--- config.mk ---
export PLATFORM = sky130hd
export DESIGN_NAME = updi_transaction_sequencer
export DESIGN_NICKNAME = d
export VERILOG_FILES = /design/src/rtl/updi_pkg.sv /design/src/rtl/updi_instruction_converter.sv /design/src/rtl/updi_transaction_sequencer.sv
export SDC_FILE = /design/constraint.sdc
export NUM_CORES = 1
export LEC_CHECK = 0
export ABC_CLOCK_PERIOD_IN_PS = 4700
export BUFFER_PORTS_ARGS = -buffer_cell sky130_fd_sc_hd__buf_2
export CAP_MARGIN = 25
export CORE_ASPECT_RATIO = 1.5
export CORE_MARGIN = 10
export CORE_UTILIZATION = 60
export DETAILED_ROUTE_END_ITERATION = 12
export HOLD_SLACK_MARGIN = 0.03
export PLACE_DENSITY = 0.85
export SLEW_MARGIN = 20
export SYNTH_ARGS = -nofsm -noshare
export SYNTH_HDL_FRONTEND = slang
export SYNTH_HIERARCHICAL = 1
export SYNTH_SLANG_ARGS = --single-unit
--- constraint.sdc ---
create_clock -name clk -period 4.7 [get_ports clk]
set_input_delay 0.94 -clock clk [delete_from_list [all_inputs] [get_ports clk]]
set_output_delay 0.94 -clock clk [all_outputs]
set_load 0.03 [all_outputs]
--- src/rtl/updi_pkg.sv ---
// Shared UPDI definitions: instruction set, protocol constants and small helpers.
package updi_pkg;

  // Encoding matches opcode[7:5] of the UPDI instruction byte.
  typedef enum logic [2:0] {
    UPDI_LDS    = 3'd0,
    UPDI_LD     = 3'd1,
    UPDI_STS    = 3'd2,
    UPDI_ST     = 3'd3,
    UPDI_LDCS   = 3'd4,
    UPDI_REPEAT = 3'd5,
    UPDI_STCS   = 3'd6,
    UPDI_KEY    = 3'd7
  } updi_instruction;

  localparam logic [7:0] UPDI_SYNCH       = 8'h55;
  localparam logic [7:0] UPDI_ACK_DEFAULT = 8'h40;

  // Instructions the sequencer knows how to run end to end.
  function automatic logic is_supported(input updi_instruction instr);
    return (instr == UPDI_LDS) || (instr == UPDI_STS) ||
           (instr == UPDI_LDCS) || (instr == UPDI_STCS);
  endfunction

  // Index of the last address byte; the reserved size code 3 is treated as 3 bytes.
  function automatic logic [1:0] addr_last_idx(input logic [1:0] size_a);
    return (size_a == 2'd3) ? 2'd2 : size_a;
  endfunction

endpackage

--- src/rtl/updi_instruction_converter.sv ---
// Builds the UPDI opcode byte from a host command; captured when enable is high.
module updi_instruction_converter
  import updi_pkg::*;
(
  input  logic            clk,
  input  logic            rst,
  input  logic            enable,
  input  updi_instruction instruction,
  input  logic [1:0]      size_a,
  input  logic [1:0]      size_b,
  input  logic [3:0]      cs_addr,
  output logic [7:0]      opcode
);

  logic [7:0] opcode_q, opcode_d;

  // Encode the opcode fields for the presented instruction.
  always_comb begin
    opcode_d = opcode_q;
    if (enable) begin
      case (instruction)
        UPDI_LDS, UPDI_LD, UPDI_STS, UPDI_ST:
          opcode_d = {instruction, 1'b0, addr_last_idx(size_a), size_b};
        UPDI_LDCS, UPDI_STCS:
          opcode_d = {instruction, 1'b0, cs_addr};
        default:
          opcode_d = {instruction, 5'b0};
      endcase
    end
  end

  // Hold the opcode for the duration of the transaction.
  always_ff @(posedge clk) begin
    if (rst) opcode_q <= 8'h00;
    else     opcode_q <= opcode_d;
  end

  assign opcode = opcode_q;

endmodule

--- src/rtl/updi_transaction_sequencer.sv ---
// Runs one UPDI transaction per host command: SYNCH, opcode, address, data, ACK handling.
module updi_transaction_sequencer
  import updi_pkg::*;
#(
  parameter int         TIMEOUT_CYCLES = 65535,
  parameter logic [7:0] ACK_BYTE       = UPDI_ACK_DEFAULT
) (
  input  logic            clk,
  input  logic            rst,
  input  logic            req_valid,
  output logic            req_ready,
  input  updi_instruction req_instruction,
  input  logic [1:0]      req_size_a,
  input  logic [1:0]      req_size_b,
  input  logic [3:0]      req_cs_addr,
  input  logic [23:0]     req_addr,
  input  logic [15:0]     req_wdata,
  output logic            tx_valid,
  input  logic            tx_ready,
  output logic [7:0]      tx_data,
  input  logic            rx_valid,
  input  logic [7:0]      rx_data,
  output logic            rsp_valid,
  output logic [15:0]     rsp_rdata,
  output logic            rsp_error
);

  localparam int TIMER_W = ($clog2(TIMEOUT_CYCLES + 1) > 16) ? $clog2(TIMEOUT_CYCLES + 1) : 16;
  localparam logic [TIMER_W-1:0] TIMER_LIMIT = TIMER_W'(TIMEOUT_CYCLES - 1);

  typedef enum logic [2:0] {
    ST_IDLE, ST_SYNCH, ST_OPCODE, ST_ADDR, ST_WAIT_ACK, ST_DATA_TX, ST_DATA_RX, ST_RESP
  } state_t;

  state_t          state_q, state_d;
  updi_instruction instr_q, instr_d;
  logic [1:0]      size_a_q, size_a_d;
  logic [1:0]      size_b_q, size_b_d;
  logic [23:0]     addr_q, addr_d;
  logic [15:0]     wdata_q, wdata_d;
  logic [1:0]      byte_idx_q, byte_idx_d;
  logic [TIMER_W-1:0] timer_q, timer_d;
  logic            data_done_q, data_done_d;
  logic [15:0]     rdata_q, rdata_d;
  logic            err_q, err_d;
  logic            req_ready_q, req_ready_d;
  logic            tx_valid_q, tx_valid_d;
  logic [7:0]      tx_data_q, tx_data_d;
  logic            rsp_valid_q, rsp_valid_d;
  logic [15:0]     rsp_rdata_q, rsp_rdata_d;
  logic            rsp_error_q, rsp_error_d;

  logic       accept;
  logic [7:0] opcode;
  logic       data_last;

  assign accept = req_valid && req_ready_q;
  // Control/status transfers always move a single byte.
  assign data_last = (instr_q == UPDI_LDCS || instr_q == UPDI_STCS) ? 1'b0 : (size_b_q != 2'd0);

  updi_instruction_converter u_converter (
    .clk         (clk),
    .rst         (rst),
    .enable      (accept),
    .instruction (req_instruction),
    .size_a      (req_size_a),
    .size_b      (req_size_b),
    .cs_addr     (req_cs_addr),
    .opcode      (opcode)
  );

  // Next-state and next-output logic for the transaction sequence.
  always_comb begin
    state_d     = state_q;
    instr_d     = instr_q;
    size_a_d    = size_a_q;
    size_b_d    = size_b_q;
    addr_d      = addr_q;
    wdata_d     = wdata_q;
    byte_idx_d  = byte_idx_q;
    timer_d     = timer_q;
    data_done_d = data_done_q;
    rdata_d     = rdata_q;
    err_d       = err_q;
    rsp_rdata_d = rsp_rdata_q;
    rsp_error_d = rsp_error_q;

    case (state_q)
      ST_IDLE: if (accept) begin
        instr_d     = req_instruction;
        size_a_d    = req_size_a;
        size_b_d    = req_size_b;
        addr_d      = req_addr;
        wdata_d     = req_wdata;
        byte_idx_d  = 2'd0;
        data_done_d = 1'b0;
        rdata_d     = 16'h0000;
        err_d       = !is_supported(req_instruction);
        state_d     = is_supported(req_instruction) ? ST_SYNCH : ST_RESP;
      end
      ST_SYNCH: if (tx_ready) state_d = ST_OPCODE;
      ST_OPCODE: if (tx_ready) begin
        byte_idx_d = 2'd0;
        timer_d    = '0;
        case (instr_q)
          UPDI_LDS, UPDI_STS: state_d = ST_ADDR;
          UPDI_LDCS:          state_d = ST_DATA_RX;
          UPDI_STCS:          state_d = ST_DATA_TX;
          default: begin
            err_d   = 1'b1;
            state_d = ST_RESP;
          end
        endcase
      end
      ST_ADDR: if (tx_ready) begin
        if (byte_idx_q == addr_last_idx(size_a_q)) begin
          byte_idx_d = 2'd0;
          timer_d    = '0;
          state_d    = (instr_q == UPDI_LDS) ? ST_DATA_RX : ST_WAIT_ACK;
        end else begin
          byte_idx_d = byte_idx_q + 2'd1;
        end
      end
      ST_WAIT_ACK: begin
        if (rx_valid) begin
          timer_d = '0;
          if (rx_data != ACK_BYTE) begin
            err_d   = 1'b1;
            state_d = ST_RESP;
          end else if (data_done_q) begin
            state_d = ST_RESP;
          end else begin
            byte_idx_d = 2'd0;
            state_d    = ST_DATA_TX;
          end
        end else if (timer_q >= TIMER_LIMIT) begin
          err_d   = 1'b1;
          state_d = ST_RESP;
        end else begin
          timer_d = timer_q + TIMER_W'(1);
        end
      end
      ST_DATA_TX: if (tx_ready) begin
        if (byte_idx_q[0] == data_last) begin
          byte_idx_d = 2'd0;
          if (instr_q == UPDI_STS) begin
            data_done_d = 1'b1;
            timer_d     = '0;
            state_d     = ST_WAIT_ACK;
          end else begin
            state_d = ST_RESP;
          end
        end else begin
          byte_idx_d = byte_idx_q + 2'd1;
        end
      end
      ST_DATA_RX: begin
        if (rx_valid) begin
          timer_d = '0;
          if (byte_idx_q[0]) rdata_d[15:8] = rx_data;
          else               rdata_d[7:0]  = rx_data;
          if (byte_idx_q[0] == data_last) state_d = ST_RESP;
          else                            byte_idx_d = byte_idx_q + 2'd1;
        end else if (timer_q >= TIMER_LIMIT) begin
          err_d   = 1'b1;
          state_d = ST_RESP;
        end else begin
          timer_d = timer_q + TIMER_W'(1);
        end
      end
      ST_RESP: state_d = ST_IDLE;
      default: state_d = ST_IDLE;
    endcase

    // Outputs are derived from the upcoming state so they register cleanly.
    req_ready_d = (state_d == ST_IDLE);
    tx_valid_d  = (state_d == ST_SYNCH) || (state_d == ST_OPCODE) ||
                  (state_d == ST_ADDR) || (state_d == ST_DATA_TX);
    case (state_d)
      ST_SYNCH:   tx_data_d = UPDI_SYNCH;
      ST_OPCODE:  tx_data_d = opcode;
      ST_ADDR: begin
        case (byte_idx_d)
          2'd0:    tx_data_d = addr_d[7:0];
          2'd1:    tx_data_d = addr_d[15:8];
          default: tx_data_d = addr_d[23:16];
        endcase
      end
      ST_DATA_TX: tx_data_d = byte_idx_d[0] ? wdata_d[15:8] : wdata_d[7:0];
      default:    tx_data_d = 8'h00;
    endcase
    rsp_valid_d = (state_d == ST_RESP);
    if (state_d == ST_RESP) begin
      rsp_rdata_d = rdata_d;
      rsp_error_d = err_d;
    end
  end

  // State and output registers.
  always_ff @(posedge clk) begin
    if (rst) begin
      state_q     <= ST_IDLE;
      instr_q     <= UPDI_LDS;
      size_a_q    <= 2'd0;
      size_b_q    <= 2'd0;
      addr_q      <= 24'h0;
      wdata_q     <= 16'h0;
      byte_idx_q  <= 2'd0;
      timer_q     <= '0;
      data_done_q <= 1'b0;
      rdata_q     <= 16'h0;
      err_q       <= 1'b0;
      req_ready_q <= 1'b1;
      tx_valid_q  <= 1'b0;
      tx_data_q   <= 8'h00;
      rsp_valid_q <= 1'b0;
      rsp_rdata_q <= 16'h0;
      rsp_error_q <= 1'b0;
    end else begin
      state_q     <= state_d;
      instr_q     <= instr_d;
      size_a_q    <= size_a_d;
      size_b_q    <= size_b_d;
      addr_q      <= addr_d;
      wdata_q     <= wdata_d;
      byte_idx_q  <= byte_idx_d;
      timer_q     <= timer_d;
      data_done_q <= data_done_d;
      rdata_q     <= rdata_d;
      err_q       <= err_d;
      req_ready_q <= req_ready_d;
      tx_valid_q  <= tx_valid_d;
      tx_data_q   <= tx_data_d;
      rsp_valid_q <= rsp_valid_d;
      rsp_rdata_q <= rsp_rdata_d;
      rsp_error_q <= rsp_error_d;
    end
  end

  assign req_ready = req_ready_q;
  assign tx_valid  = tx_valid_q;
  assign tx_data   = tx_data_q;
  assign rsp_valid = rsp_valid_q;
  assign rsp_rdata = rsp_rdata_q;
  assign rsp_error = rsp_error_q;

endmodule

==> results of run 1 <==
-- state kept, by name, summed over array words and instances (netlist names), 2 cells and up --
name                flops
rsp_rdata              16
addr_q                 24
state_q                 3
size_b_q                2
rdata_q                16
tx_data                 8
size_a_q                2
u_converter/opcode      7
byte_idx_q              2
wdata_q                16
instr_q                 3
timer_q                16
-- metrics by stage --
step	worst slack (ns)	std cells	total power [W]	hold WS, ns
2_1_floorplan	1.94	651	0.00237	0.433
3_3_place_gp	1.29	810	0.00264	0.441
3_5_place_dp	1.20	810	0.00268	0.445
4_1_cts	1.53	839	0.00396	0.456
5_1_grt	1.37	843	0.00417	0.472
6_report	1.59	843	0.00396	0.454
-- per-layer routing --
layer | up-vias | global-route usage
met3 | 43 | 0.0676
met4 | 0 | 0.111
met5 | - | 0
met2 | 178 | 0.354
met1 | 2310 | 0.227
li1 | 2435 | -
-- critical path, delay by kind of cell --
kind                   cells  cell delay [ns]
buffers and inverters      1             0.12
AOI/OAI and AO/OA          4             1.01
and+or+nand+nor            3             1.36
-- cells by family (layout without fill, tap and decap cells) --
kind of cell	count (synthesis)	in the layout	share of synthesized area
xor gates and xnor gates	15	15	0.0242
and+or+nand+nor	262	262	0.232
other	1	1	0.000690
buffers and inverters	60	142	0.0481
DFF	121	121	0.446
muxes	21	21	0.0398
adders and majority gates	3	3	0.00691
AOI/OAI and AO/OA	168	168	0.202
-- where the power goes --
group	total, W	internal [W]	switching, W
Sequential	0.00139	0.00122	0.000170
Clock	0.00126	0.000825	0.000437
Combinational	0.00131	0.000463	0.000843
Total	0.00396	0.00251	0.00145
-- synthesized netlist by cell type, types with 3 or more instances --
cell type,number,area [µm²]
dfxtp_1,121,2420
nand2_1,101,379
nor2_1,72,270
a21oi_1,64,320
clkbuf_1,30,113
a211oi_1,20,150
o21ai_0,19,95.1
a22oi_1,17,128
mux2i_1,16,160
nor3_1,16,80.1
buf_2,14,70.1
inv_1,13,48.8
xnor2_1,13,114
o211ai_1,10,75.1
a2bb2oi_1,8,70.1
nand2b_1,8,50.1
nand3_1,6,30.0
nand4_1,6,37.5
mux2_2,5,56.3
nor2b_1,5,31.3
nor4_1,5,31.3
or3_1,5,31.3
and3_1,4,25.0
nand3b_1,4,30.0
nor3b_1,4,30.0
a31oi_1,3,18.8
and2_1,3,18.8
and2b_2,3,26.3
and4_1,3,26.3
ha_1,3,37.5
nor4b_1,3,26.3
-- worst paths after layout --
check                                     to
worst max-delay path              tx_data[7]
worst min-delay path               addr_q[4]
worst min register to register     addr_q[4]
worst max register to register  rsp_rdata[0]
-- cell type report --
type,count,area (µm²),area share
Sequential cell,121,2420,0.375
Clock inverter,7,93.8,0.0145
Clock buffer,22,484,0.0749
Tap cell,110,138,0.0213
Inverter,13,48.8,0.00754
Timing Repair Buffer,100,524,0.0811
Multi-Input combinational cell,470,2760,0.426
==> run metrics, run 1 <==
commonest cells after routing, fill and taps aside=dfxtp_1 (121), nand2_1 (101), buf_2 (91); maximum clock path buffer count=2; initial antenna violation count=0; CTS tree=done; arrival time at the worst endpoint=3.44 ns; Worst Path Max Fanout=10; Worst slew margin=0.402; routed vias/inst=5.89; Detailed Routing Iterations Pass 1=5; R2R Path Start=state_q[1]; fill count=673; Leakage Power=2.46 nW; Mapped Area=5430 µm²; period utilization=0.661; IO buf count=91; Core Util, Final=0.733; WL met1=5.72 mm; final WL=14.2 mm; worst vdd ir=0.000470 V; commonest non-fill, non-tap cell in the layout=dfxtp_1; CTS Buf Count=17; Pins Over Slew Limit=0; Crit. End Element=flip-flop; R2R depth=7; largest net degree at the start of global routing=59; residual overflow from global routing=0; hold buffers post-CTS=0; share of cells above drive strength 1=0.198; routed length per instance=16.8 µm; global-route wire length before repair=23.0 mm; die height=137 µm; Post-synth EDFFs=0; count of cells resized by post-cts repair=0; DP Area=5860 µm²; Sinks on Clock Net=121; CTS H-tree lvls=4; required time worst endpoint=5.03 ns; starting density of the core=0.615; Slowest-stage cell, CP=nor4_1; Async S/R FF share, synth=0; DP Wirelength=9.96 mm; max incr delay on CP=0.72 ns; R2R Setup Slk=1.67 ns; Worst Setup SP=rx_data[0]; pwr dens=613 nW/µm²; predominant post-synthesis flop cell=dfxtp_1; DRT iter0 DRCs=334; num rows=42; Worst-Margin Slew=0.896 ns; Setup Buffers After CTS=0; nets=790; Via Count=4966; Top Layer Used=met4; status=complete, no violations; startpoint types=primary input; worst path cell trace=buf_2 > nor4_1 > nand4_1 > o311a_1 > a211oi_4 > nor4b_2 > o21ai_0 > o211ai_1; DRC=0; clock skew=0.00691 ns; Top Ports=92; routed wl met2=7.08 mm; Final setup violation count=0; CTS root buf=clkbuf_16; n_diodes=0; final hold violation count=0; Hold Path Origin=addr_q[4]; Synth Instances=651; DRT antenna net count=0; area delta synth->final=19.0%; Reg clk slew, reported paths=0.05 ns; RSZ-0062 raised after global routing=false; Core Region=8830 µm²; Worst-Skew Late Latency=0.41 ns; FF+latch count, synth=121; Global Route Usage Sum=0.209; hold path depth=2; min Tclk post-route=3.11 ns; min-delay worst type=reg2reg; YS warnings=6; post-route cell area=6470 µm²; syn avg cell area=8.35 µm²; fmax=0.322 GHz; Synth cell types=68; Max Cap Viol=0; WS Path Type=in2reg; vias in the first global route=4869; Post-Syn Nets=718; setup tns final=0 ns; Seq/Total Area, Yosys=0.446; met3 wire len=879 µm; Die W=97.7 µm; Final Wtd Congestion=0.885; die area=13300 µm²
Note: power is estimated with default switching activity, not from simulation.
==> inputs of run 2 (changes only) <==
--- a/config.mk
+++ b/config.mk
@@ -5,15 +5,16 @@
 export SDC_FILE = /design/constraint.sdc
 export NUM_CORES = 1
 export LEC_CHECK = 0
-export ABC_CLOCK_PERIOD_IN_PS = 4700
+export ABC_AREA = 1
+export ABC_CLOCK_PERIOD_IN_PS = 3100
 export BUFFER_PORTS_ARGS = -buffer_cell sky130_fd_sc_hd__buf_2
 export CAP_MARGIN = 25
 export CORE_ASPECT_RATIO = 1.5
 export CORE_MARGIN = 10
-export CORE_UTILIZATION = 60
+export CORE_UTILIZATION = 57
 export DETAILED_ROUTE_END_ITERATION = 12
 export HOLD_SLACK_MARGIN = 0.03
-export PLACE_DENSITY = 0.85
+export PLACE_DENSITY = 0.81
 export SLEW_MARGIN = 20
 export SYNTH_ARGS = -nofsm -noshare
 export SYNTH_HDL_FRONTEND = slang
==> constraint.sdc (replaced) <==
create_clock -name clk -period 3.1 [get_ports clk]
set_input_delay 0.62 -clock clk [delete_from_list [all_inputs] [get_ports clk]]
set_output_delay 0.62 -clock clk [all_outputs]
set_load 0.03 [all_outputs]
==> run metrics, run 2 <==
main area contributors after synthesis=dfxtp_1 (41%), nand2_1 (16%), nor2_1 (7.9%) (was dfxtp_1 (45%), nand2_1 (7.0%), a21oi_1 (5.9%)); die height=145 µm (was 137 µm); maximum clock path buffer count=2 (unchanged); R2R depth=14 (was 7); pwr dens=934 nW/µm² (was 613 nW/µm²); hold path depth=3 (was 2); post-route cell area=7130 µm² (was 6470 µm²); Global Route Usage Sum=0.205 (was 0.209); area delta synth->final=19.5% (was 19.0%); fmax=0.372 GHz; Worst-Skew Late Latency=0.42 ns (was 0.41 ns); worst vdd ir=0.000528 V (was 0.000470 V); DRT iter0 DRCs=350 (was 334); Switching Power=0.00275 W (was 0.00145 W); clock skew=0.00902 ns (was 0.00691 ns); share of cells above drive strength 1=0.162 (was 0.198); Reg with most FFs=addr_q (unchanged); Synth top cells by count=nand2_1 (257), nor2_1 (125), dfxtp_1 (121) (was dfxtp_1 (121), nand2_1 (101), nor2_1 (72)); DRC=0 (unchanged); DP Wirelength=11.3 mm (was 9.96 mm); Cells after DPL=1132 (was 810); commonest cells after routing, fill and taps aside=nand2_1 (257), nor2_1 (125), dfxtp_1 (121) (was dfxtp_1 (121), nand2_1 (101), buf_2 (91)); WS Path Type=reg2reg (was in2reg); Async S/R FF share, synth=0 (unchanged); part of the power in registers=0.303 (was 0.352); YS warnings=6 (unchanged); starting density of the core=0.585 (was 0.615); Leakage Power=3.68 nW (was 2.46 nW); Final setup violation count=0 (unchanged); global-route wire length before repair=26.1 mm (was 23.0 mm); period utilization=0.868; predominant post-synthesis flop cell=dfxtp_1 (unchanged); Clock power frac=0.292 (was 0.319); Logic pwr share=0.404 (was 0.330); Setup Buffers After CTS=0 (unchanged); n_diodes=0 (unchanged); CP endpoint=timer_q[15] (was tx_data[7]); Worst slew margin=0.553 (was 0.402); Worst Setup SP=byte_idx_q[0] (was rx_data[0]); hold buffers post-CTS=0 (unchanged); top-area cell type share of the netlist area=0.406 (was 0.446); Mapped Area=5960 µm² (was 5430 µm²); CTS Buf Count=17 (unchanged); syn avg cell area=6.48 µm² (was 8.35 µm²); fin cells=1164 (was 843); Detailed Routing Iterations Pass 1=5 (unchanged); vias in the first global route=5741 (was 4869); required time worst endpoint=3.45 ns (was 5.03 ns); Synth cell types=38 (was 68); DP Area=6530 µm² (was 5860 µm²); Slowest-stage cell, CP=dfxtp_1 (was nor4_1); FF+latch count, synth=121 (unchanged); worst path cell trace=inv_1 > ha_1 > nand2_1 > inv_1 > nand3_1 > nand2_1 > nand3_1 > nor2_1 > nand2_2 > nor2_2 > nand3_1 > nor3_1 > nand2_1 > a21oi_1 (was buf_2 > nor4_1 > nand4_1 > o311a_1 > a211oi_4 > nor4b_2 > o21ai_0 > o211ai_1); routed vias/inst=5.08 (was 5.89); final WL=15.5 mm (was 14.2 mm); fill count=910 (was 673); Sinks on Clock Net=121 (unchanged); startpoint types=flip-flop (was primary input); arrival time at the worst endpoint=3.04 ns (was 3.44 ns); min-delay worst type=in2reg (was reg2reg); min Tclk post-route=2.69 ns; initial antenna violation count=0 (unchanged); Final Power=0.00665 W (was 0.00396 W); Reg clk slew, reported paths=0.06 ns (was 0.05 ns); Post-synth EDFFs=0 (unchanged); residual overflow from global routing=0 (unchanged); most frequent cell after synthesis=nand2_1 (was dfxtp_1); Hold WS=0.445 ns (was 0.454 ns); IO buf count=91 (unchanged); Yosys top cell by area=dfxtp_1 (unchanged); num rows=45 (was 42); final hold violation count=0 (unchanged); routed length per instance=13.3 µm (was 16.8 µm); RSZ-0062 raised after global routing=false (unchanged); Top Ports=92 (unchanged); die area=15000 µm² (was 13300 µm²); Via Count=5909 (was 4966); commonest non-fill, non-tap cell in the layout=nand2_1 (was dfxtp_1); CTS tree=done (unchanged); largest net degree at the start of global routing=64 (was 59); Synth Instances=920 (was 651); DRT antenna net count=0 (unchanged); setup tns final=0 ns (unchanged); Core Region=10200 µm² (was 8830 µm²); Crit. End Element=flip-flop (unchanged); CTS root buf=clkbuf_16 (unchanged); Post-Syn Nets=987 (was 718); Die W=104 µm (was 97.7 µm); Worst Path Max Fanout=11 (was 10); CTS H-tree lvls=4 (unchanged); count of cells resized by post-cts repair=0 (unchanged); max incr delay on CP=0.58 ns (was 0.72 ns); Pins Over Slew Limit=0 (unchanged); R2R Setup Slk=0.41 ns (was 1.67 ns); nets=1077 (was 790); Max Cap Viol=0 (unchanged); status=complete, no violations (unchanged); max reg flops=24 (unchanged); Worst-Margin Slew=0.671 ns (was 0.896 ns); switch share=0.414 (was 0.366); reg2reg end=timer_q[15] (was rsp_rdata[0]); Int Pwr=0.00390 W (was 0.00251 W); Seq/Total Area, Yosys=0.406 (was 0.446); Final Wtd Congestion=0.951 (was 0.885); R2R Path Start=byte_idx_q[0] (was state_q[1])
## run 2: kinds of logic after synthesis
family,after synthesis,share of synthesized area
AND/OR/NAND/NOR,514,0.368
buffers and inverters,148,0.0984
AO/OA/AOI/OAI,130,0.116
flip-flops,121,0.406
XOR/XNOR,3,0.00441
adder cells (fa/ha/maj),3,0.00630
other,1,0.000629
## run 2: layer usage
layer,vias to the layer above,track usage,wire (µm)
met5,-,0,0
li1,3075,-,-
met1,2599,0.214,6070
met3,43,0.0518,837
met2,192,0.366,7980
met4,0,0.110,563
## run 2: worst max-delay path: cells and delay by family, from the launching register on
| family | cells | cell delay [ns] |
|---|---|---|
| AOI/OAI and AO/OA | 1 | 0.12 |
| adders and majority gates | 1 | 0.37 |
| buffers and inverters | 2 | 0.26 |
| DFF | 1 | 0.58 |
| and+or+nand+nor | 10 | 1.30 |
## run 2: final cells by class
| type | count | area, µm² | share of cell area |
|---|---|---|---|
| multi-input cells | 651 | 2950 | 0.414 |
| clock buffers | 21 | 470 | 0.0660 |
| flip-flops and latches | 121 | 2420 | 0.340 |
| clock inverters | 11 | 121 | 0.0170 |
| well taps | 141 | 176 | 0.0248 |
| inverters | 119 | 447 | 0.0627 |
| repair buffers | 100 | 536 | 0.0752 |
## run 2: how the worst min path moves through the flow
stage              startpoint               endpoint
2_1_floorplan     size_b_q[0]            size_b_q[0]
3_3_place_gp      timer_q[15]            timer_q[15]
3_5_place_dp      size_b_q[0]            size_b_q[0]
4_1_cts         req_size_a[0]            size_a_q[0]
5_1_grt        req_cs_addr[1]  u_converter/opcode[1]
6_report        req_size_a[0]            size_a_q[0]
## run 2: power groups by stage
stage	Clock (W)	Sequential (W)	Combinational, W
floorplan	0	0.00222	0.00180
global placement	0	0.00204	0.00265
detailed placement	0	0.00204	0.00267
CTS	0.00196	0.00201	0.00269
global route	0.00203	0.00205	0.00303
finish	0.00195	0.00202	0.00269
## run 2: through the flow
step | setup slack [ns] | utilization
finish | 0.409 | 0.699
global route | 0.0982 | 0.699
CTS | 0.438 | 0.699
detailed placement | 0.488 | 0.641
global placement | 0.577 | 0.641
floorplan | 0.933 | -
